## config.mk

```make
export PLATFORM = sky130hd
export DESIGN_NAME = gcd_iter_engine_flat
export DESIGN_NICKNAME = d
export VERILOG_FILES = /design/src/rtl/gcd_iter_engine_if.sv /design/src/rtl/gcd_iter_engine.sv /design/src/flat_wrapper.sv
export SDC_FILE = /design/constraint.sdc
export NUM_CORES = 1
export LEC_CHECK = 0
export CORE_MARGIN = 1.5
export CORE_UTILIZATION = 28
export CTS_BUF_LIST = sky130_fd_sc_hd__clkbuf_4 sky130_fd_sc_hd__clkbuf_8 sky130_fd_sc_hd__clkbuf_16
export DETAILED_ROUTE_END_ITERATION = 6
export PLACE_DENSITY = 0.53
export SLEW_MARGIN = 20
export SYNTH_ARGS = -nofsm -noshare
export SYNTH_HDL_FRONTEND = slang
export SYNTH_SLANG_ARGS = --single-unit
```

## constraint.sdc

```tcl
create_clock -name clk -period 5.57 [get_ports clk]
set_input_delay 0.557 -clock clk [delete_from_list [all_inputs] [get_ports clk]]
set_output_delay 0.557 -clock clk [all_outputs]
set_load 0.01 [all_outputs]
```

## src/rtl/gcd_iter_engine_if.sv

```systemverilog
// Operand/result handshake bundle for the subtractive GCD engine.
// The engine takes the slave side; the operand source and result consumer take the master side.
interface gcd_iter_engine_if #(
  parameter int WIDTH  = 32,
  parameter int STEP_W = 32
);
  logic              in_valid;
  logic              in_ready;
  logic [WIDTH-1:0]  a_in;
  logic [WIDTH-1:0]  b_in;
  logic              out_valid;
  logic              out_ready;
  logic [WIDTH-1:0]  gcd_out;
  logic [STEP_W-1:0] steps_out;
  logic              busy;

  modport slave (
    input  in_valid, a_in, b_in, out_ready,
    output in_ready, out_valid, gcd_out, steps_out, busy
  );

  modport master (
    output in_valid, a_in, b_in, out_ready,
    input  in_ready, out_valid, gcd_out, steps_out, busy
  );
endinterface

```

## src/rtl/gcd_iter_engine.sv

```systemverilog
// Iterative subtractive GCD engine: one compare/subtract decision per cycle,
// with both the comparison and the subtractions taken from a + ~b + 1 subtractor paths.
module gcd_iter_engine #(
  parameter int WIDTH  = 32,
  parameter int STEP_W = 32
) (
  input  logic             clk,
  input  logic             rst_n,
  gcd_iter_engine_if.slave bus
);

  if (WIDTH != 32) begin : g_width_check
    $error("gcd_iter_engine: WIDTH must be 32 to match the subtractor");
  end

  typedef enum logic [1:0] {IDLE, CALC, DONE} state_t;

  localparam logic [WIDTH-1:0]  ONE_W = WIDTH'(1);
  localparam logic [STEP_W-1:0] ONE_S = STEP_W'(1);

  state_t            state, state_next;
  logic [WIDTH-1:0]  a_q, b_q, gcd_q;
  logic [STEP_W-1:0] cnt_q, steps_q, cnt_inc;
  logic              out_valid_q;

  logic [WIDTH-1:0]  diff_ab, diff_ba;
  logic              carry_ab, a_eq_b, zero_in;
  logic              accept, sub_a, sub_b, finish, drain;

  // Two subtractor instances: A-B (with carry-out as A>=B) and B-A.
  assign {carry_ab, diff_ab} = {1'b0, a_q} + {1'b0, ~b_q} + {1'b0, ONE_W};
  assign diff_ba             = b_q + ~a_q + ONE_W;
  assign a_eq_b              = (diff_ab == '0);

  assign zero_in = (bus.a_in == '0) || (bus.b_in == '0);
  assign cnt_inc = (cnt_q == '1) ? cnt_q : cnt_q + ONE_S;

  // NOTE: every always_comb output gets a default first so no path can infer a latch.
  always_comb begin
    state_next = state;
    accept     = 1'b0;
    sub_a      = 1'b0;
    sub_b      = 1'b0;
    finish     = 1'b0;
    drain      = 1'b0;
    case (state)
      IDLE: begin
        if (bus.in_valid) begin
          accept     = 1'b1;
          state_next = zero_in ? DONE : CALC;
        end
      end
      CALC: begin
        if (a_eq_b) begin
          finish     = 1'b1;
          state_next = DONE;
        end else if (carry_ab) begin
          sub_a = 1'b1;
        end else begin
          sub_b = 1'b1;
        end
      end
      DONE: begin
        if (out_valid_q && bus.out_ready) begin
          drain      = 1'b1;
          state_next = IDLE;
        end
      end
      default: state_next = IDLE;
    endcase
  end

  // NOTE: sequential state uses non-blocking assignments so all registers update together at the edge.
  always_ff @(posedge clk or negedge rst_n) begin
    if (!rst_n) begin
      state <= IDLE;
    end else begin
      state <= state_next;
    end
  end

  always_ff @(posedge clk or negedge rst_n) begin
    if (!rst_n) begin
      a_q         <= '0;
      b_q         <= '0;
      cnt_q       <= '0;
      gcd_q       <= '0;
      steps_q     <= '0;
      out_valid_q <= 1'b0;
    end else begin
      if (accept) begin
        a_q   <= bus.a_in;
        b_q   <= bus.b_in;
        cnt_q <= '0;
        if (zero_in) begin
          gcd_q   <= bus.a_in | bus.b_in;
          steps_q <= '0;
        end
      end
      if (sub_a) begin
        a_q   <= diff_ab;
        cnt_q <= cnt_inc;
      end
      if (sub_b) begin
        b_q   <= diff_ba;
        cnt_q <= cnt_inc;
      end
      if (finish) begin
        gcd_q       <= a_q;
        steps_q     <= cnt_q;
        out_valid_q <= 1'b1;
      end
      // Zero-operand results enter DONE with valid low; raise it one edge later.
      if (state == DONE) begin
        out_valid_q <= !drain;
      end
    end
  end

  assign bus.in_ready  = (state == IDLE);
  assign bus.busy      = (state == CALC);
  assign bus.out_valid = out_valid_q;
  assign bus.gcd_out   = gcd_q;
  assign bus.steps_out = steps_q;

endmodule

```

## src/flat_wrapper.sv

```systemverilog
// flat-port wrapper written by rule: the top's interface ports become plain ports
module gcd_iter_engine_flat 
#(
  parameter int WIDTH  = 32,
  parameter int STEP_W = 32
)
  (clk, rst_n, bus_in_valid, bus_a_in, bus_b_in, bus_out_ready, bus_in_ready, bus_out_valid, bus_gcd_out, bus_steps_out, bus_busy);
  gcd_iter_engine_if #(.WIDTH(WIDTH), .STEP_W(STEP_W)) bus_i ();
  input  logic clk;
  input  logic rst_n;
  input wire logic [$bits(bus_i.in_valid)-1:0] bus_in_valid;
  input wire logic [$bits(bus_i.a_in)-1:0] bus_a_in;
  input wire logic [$bits(bus_i.b_in)-1:0] bus_b_in;
  input wire logic [$bits(bus_i.out_ready)-1:0] bus_out_ready;
  output wire logic [$bits(bus_i.in_ready)-1:0] bus_in_ready;
  output wire logic [$bits(bus_i.out_valid)-1:0] bus_out_valid;
  output wire logic [$bits(bus_i.gcd_out)-1:0] bus_gcd_out;
  output wire logic [$bits(bus_i.steps_out)-1:0] bus_steps_out;
  output wire logic [$bits(bus_i.busy)-1:0] bus_busy;
  assign bus_i.in_valid = bus_in_valid;
  assign bus_i.a_in = bus_a_in;
  assign bus_i.b_in = bus_b_in;
  assign bus_i.out_ready = bus_out_ready;
  assign bus_in_ready = bus_i.in_ready;
  assign bus_out_valid = bus_i.out_valid;
  assign bus_gcd_out = bus_i.gcd_out;
  assign bus_steps_out = bus_i.steps_out;
  assign bus_busy = bus_i.busy;
  gcd_iter_engine #(.WIDTH(WIDTH), .STEP_W(STEP_W)) u_core (.clk(clk), .rst_n(rst_n), .bus(bus_i));
endmodule
```

==> results.tsv <==
metric	value	unit
rr_endpoint	u_core.a_q[21]	
gp_congestion	0.9501	
first_global_vias	10720	
grt-ovfl-total	0	
tightest_slew	0.9976	ns
fin_nets	1592	
io_buffers	134	
coreArea	40010	um^2
cts_buffers	17	
reg2regPathDepth	14	
hpwl	29500	um
fin_skew	0.02147	ns
cts_tree	built	
track_usage	19.21	%
synth_ff_type	dfrtp_1	
clkSinkCount	163	
slew_headroom	33.33	%
finalMaxSlewViolations	0	
hold_class	in -> async	
cellPowerDensity	676.2	nW/um^2
clockBufferDepth	2	
regToRegSetupSlack	0.84	ns
drt_iter0_markers	815	
ctsHoldBuffers	0	
grt_max_degree	129	
antenna_found_initial	0	
start_util	28.63	%
critPathRequiredTime	5.86	ns
drc	0	
first_pass_iters	6	
synth_cells	1372	
post_cts_buffers	0	
die_x	205.3	um
rsz0062_at_grt	no	
crit_arrival	5.02	ns
area_growth	20.47	%
drive_gt1_share	5.238	%
synth_area	11450	um^2
post_drt_via_cell_ratio	5.410	
avgSynthCellArea	8.349	um^2
setup-violations-final	0	
routed_wl	39990	um
pin_count	135	
clk_pin_slew	0.08	ns
r2r_start	u_core.a_q[0]	
synth_commonest_cells	nand2_1, dfrtp_1, o21ai_0, inv_1, a21oi_1	
yosysWarnings	0	
leakage	5.613	nW
synth.distinct_cells	76	
ys_top_cells_by_area	dfrtp_1, ha_1, nand2_1	
hold_viol_final	0	
final_antenna_net_count	0	
num_vias	10790	
antenna_cells	0	
timing.setup.tns	0	ns
post_cts_resize_count	0	
h-tree-depth	4	
synth_top_area_share	35.61	%
synth_edf_count	0	
drv_cap	0	
max_freq	211.3	MHz
die-area	42130	um^2
critPathKind	reg -> reg	
async_reset_ff_share	100.0	%
peakVddDrop	286.2	uV
fin_area	13800	um^2
synth_top_area_cell	dfrtp_1	
synth.yosys.seq_area_share	35.61	%
layout_min_cycle_time	4.732	ns
cts_root_buffer	clkbuf_16	
synth_fp_nets	1507	
ys_ff_latch	163	
wl_per_cell	20.05	um
critPathMaxFanout	16	
critPathCaptureType	register	
insertion_delay	0.46	ns
grt_pass1_wl	62890	um
status	completed	
yosysMostFrequentCell	nand2_1	
post-route-period-util	84.96	%
core.rowCount	73	
die_h	205.3	um
crit_path_start_kind	register	
post_dp_cell_area	13190	um^2
-- kinds of logic (layout without fill, tap and decap cells) --
group                    after synthesis  after routing  synth area share [%]
AND/OR/NAND/NOR                      480            480                 20.74
multiplexers                          32             32                 2.818
adder cells (fa/ha/maj)               67             67                 7.449
buffers and inverters                164            262                 6.128
XOR/XNOR                              52             52                 3.976
AO/OA/AOI/OAI                        414            414                 23.28
flip-flops                           163            163                 35.61
-- worst max path at each step --
stage,start,endpoint,slack (ns),depth (start not counted)
final,u_core.a_q[0],u_core.a_q[21],0.84,14
after global routing,u_core.a_q[0],u_core.a_q[21],0.54,15
after detailed placement,u_core.b_q[16],u_core.a_q[21],0.89,13
after CTS,u_core.a_q[0],u_core.a_q[21],0.88,14
after floorplan,u_core.b_q[1],u_core.b_q[10],1.90,15
after global placement,u_core.a_q[0],u_core.a_q[21],0.86,14
-- worst max-delay path, cell delays in order, from the launching register on --
cell	delay (ns)
dfrtp_1	0.40
inv_1	0.11
ha_1	0.16
inv_1	0.05
fa_1	0.42
a21o_1	0.20
a21oi_1	0.22
xnor2_1	0.13
or4_1	0.56
nor4_1	0.47
nand4_1	0.25
nand4bb_4	0.32
nor2_2	0.50
nor2_1	0.25
o31ai_1	0.53
-- per-layer routing --
| layer | vias to the layer above | track usage (%) | share of wire, % |
|---|---|---|---|
| met2 | 285 | 32.36 | 48 |
| met3 | 36 | 3.326 | 4.6 |
| met1 | 5354 | 25.38 | 46 |
| li1 | 5117 | - | - |
| met4 | 0 | 4.849 | 1.6 |
| met5 | - | 0 | 0 |
-- layout make-up --
type                    count  area (um^2)
multi-input cells        1045         6691
clock inverters            14        168.9
clock buffers              18        439.2
flip-flops and latches    163         4079
fillers                  4158        26210
inverters                  83        311.5
well taps                 525        656.9
repair buffers            147         1453
-- cells in the final DEF (no fill, tap or decap), types with 6 or more instances in the layout --
cell type / netlist / routed
a211oi_1: 6 / 6
a21o_1: 27 / 27
a21oi_1: 77 / 77
a221o_1: 17 / 17
a22oi_1: 25 / 25
a31oi_1: 6 / 6
and2_1: 7 / 6
and3_1: 27 / 27
buf_4: 5 / 12
clkbuf_16: 0 / 17
clkdlybuf4s50_1: 0 / 133
dfrtp_1: 163 / 163
ha_1: 65 / 65
inv_1: 82 / 82
mux2i_1: 30 / 30
nand2_1: 198 / 197
nand2b_1: 11 / 11
nand3_1: 27 / 27
nand4_1: 23 / 23
nor2_1: 54 / 53
nor2b_1: 9 / 9
nor3_1: 26 / 26
nor4_1: 28 / 28
o211ai_1: 12 / 12
o21ai_0: 141 / 141
o21ai_1: 14 / 14
o21bai_1: 7 / 7
o221ai_1: 20 / 20
o311ai_0: 8 / 8
o31ai_1: 10 / 10
or2_2: 7 / 7
or3_1: 39 / 39
or4_1: 6 / 6
xnor2_1: 39 / 39
xor2_1: 13 / 13
-- stage by stage --
stage	hold WS, ns	instances	setup slack [ns]	utilization (%)	power [W]
after floorplan	0.2614	1372	1.904	-	0.006321
after global placement	0.4821	1963	0.8570	32.97	0.007968
after detailed placement	0.4883	1963	0.8923	32.97	0.007979
after CTS	0.1217	1995	0.8804	34.49	0.009295
after global routing	0.1623	1995	0.5421	34.49	0.009997
final	0.1171	1995	0.8379	34.49	0.009331
-- power by group --
group / total [W] / internal (W) / switching [W] / leakage, nW
clock network: 0.00127 / 0.000690 / 0.000578 / 0.295
logic: 0.00630 / 0.00233 / 0.00397 / 3.50
registers: 0.00176 / 0.00149 / 0.000276 / 1.82
total: 0.00933 / 0.00451 / 0.00482 / 5.61
-- flip-flops by register name, summed over array words and instances (netlist names) --
register	flops
u_core.bus.steps_out	32
u_core.cnt_q	32
u_core.a_q	32
u_core.bus.gcd_out	32
u_core.state	2
u_core.b_q	32
u_core.bus.out_valid	1
(Power assumes the default switching activity.)
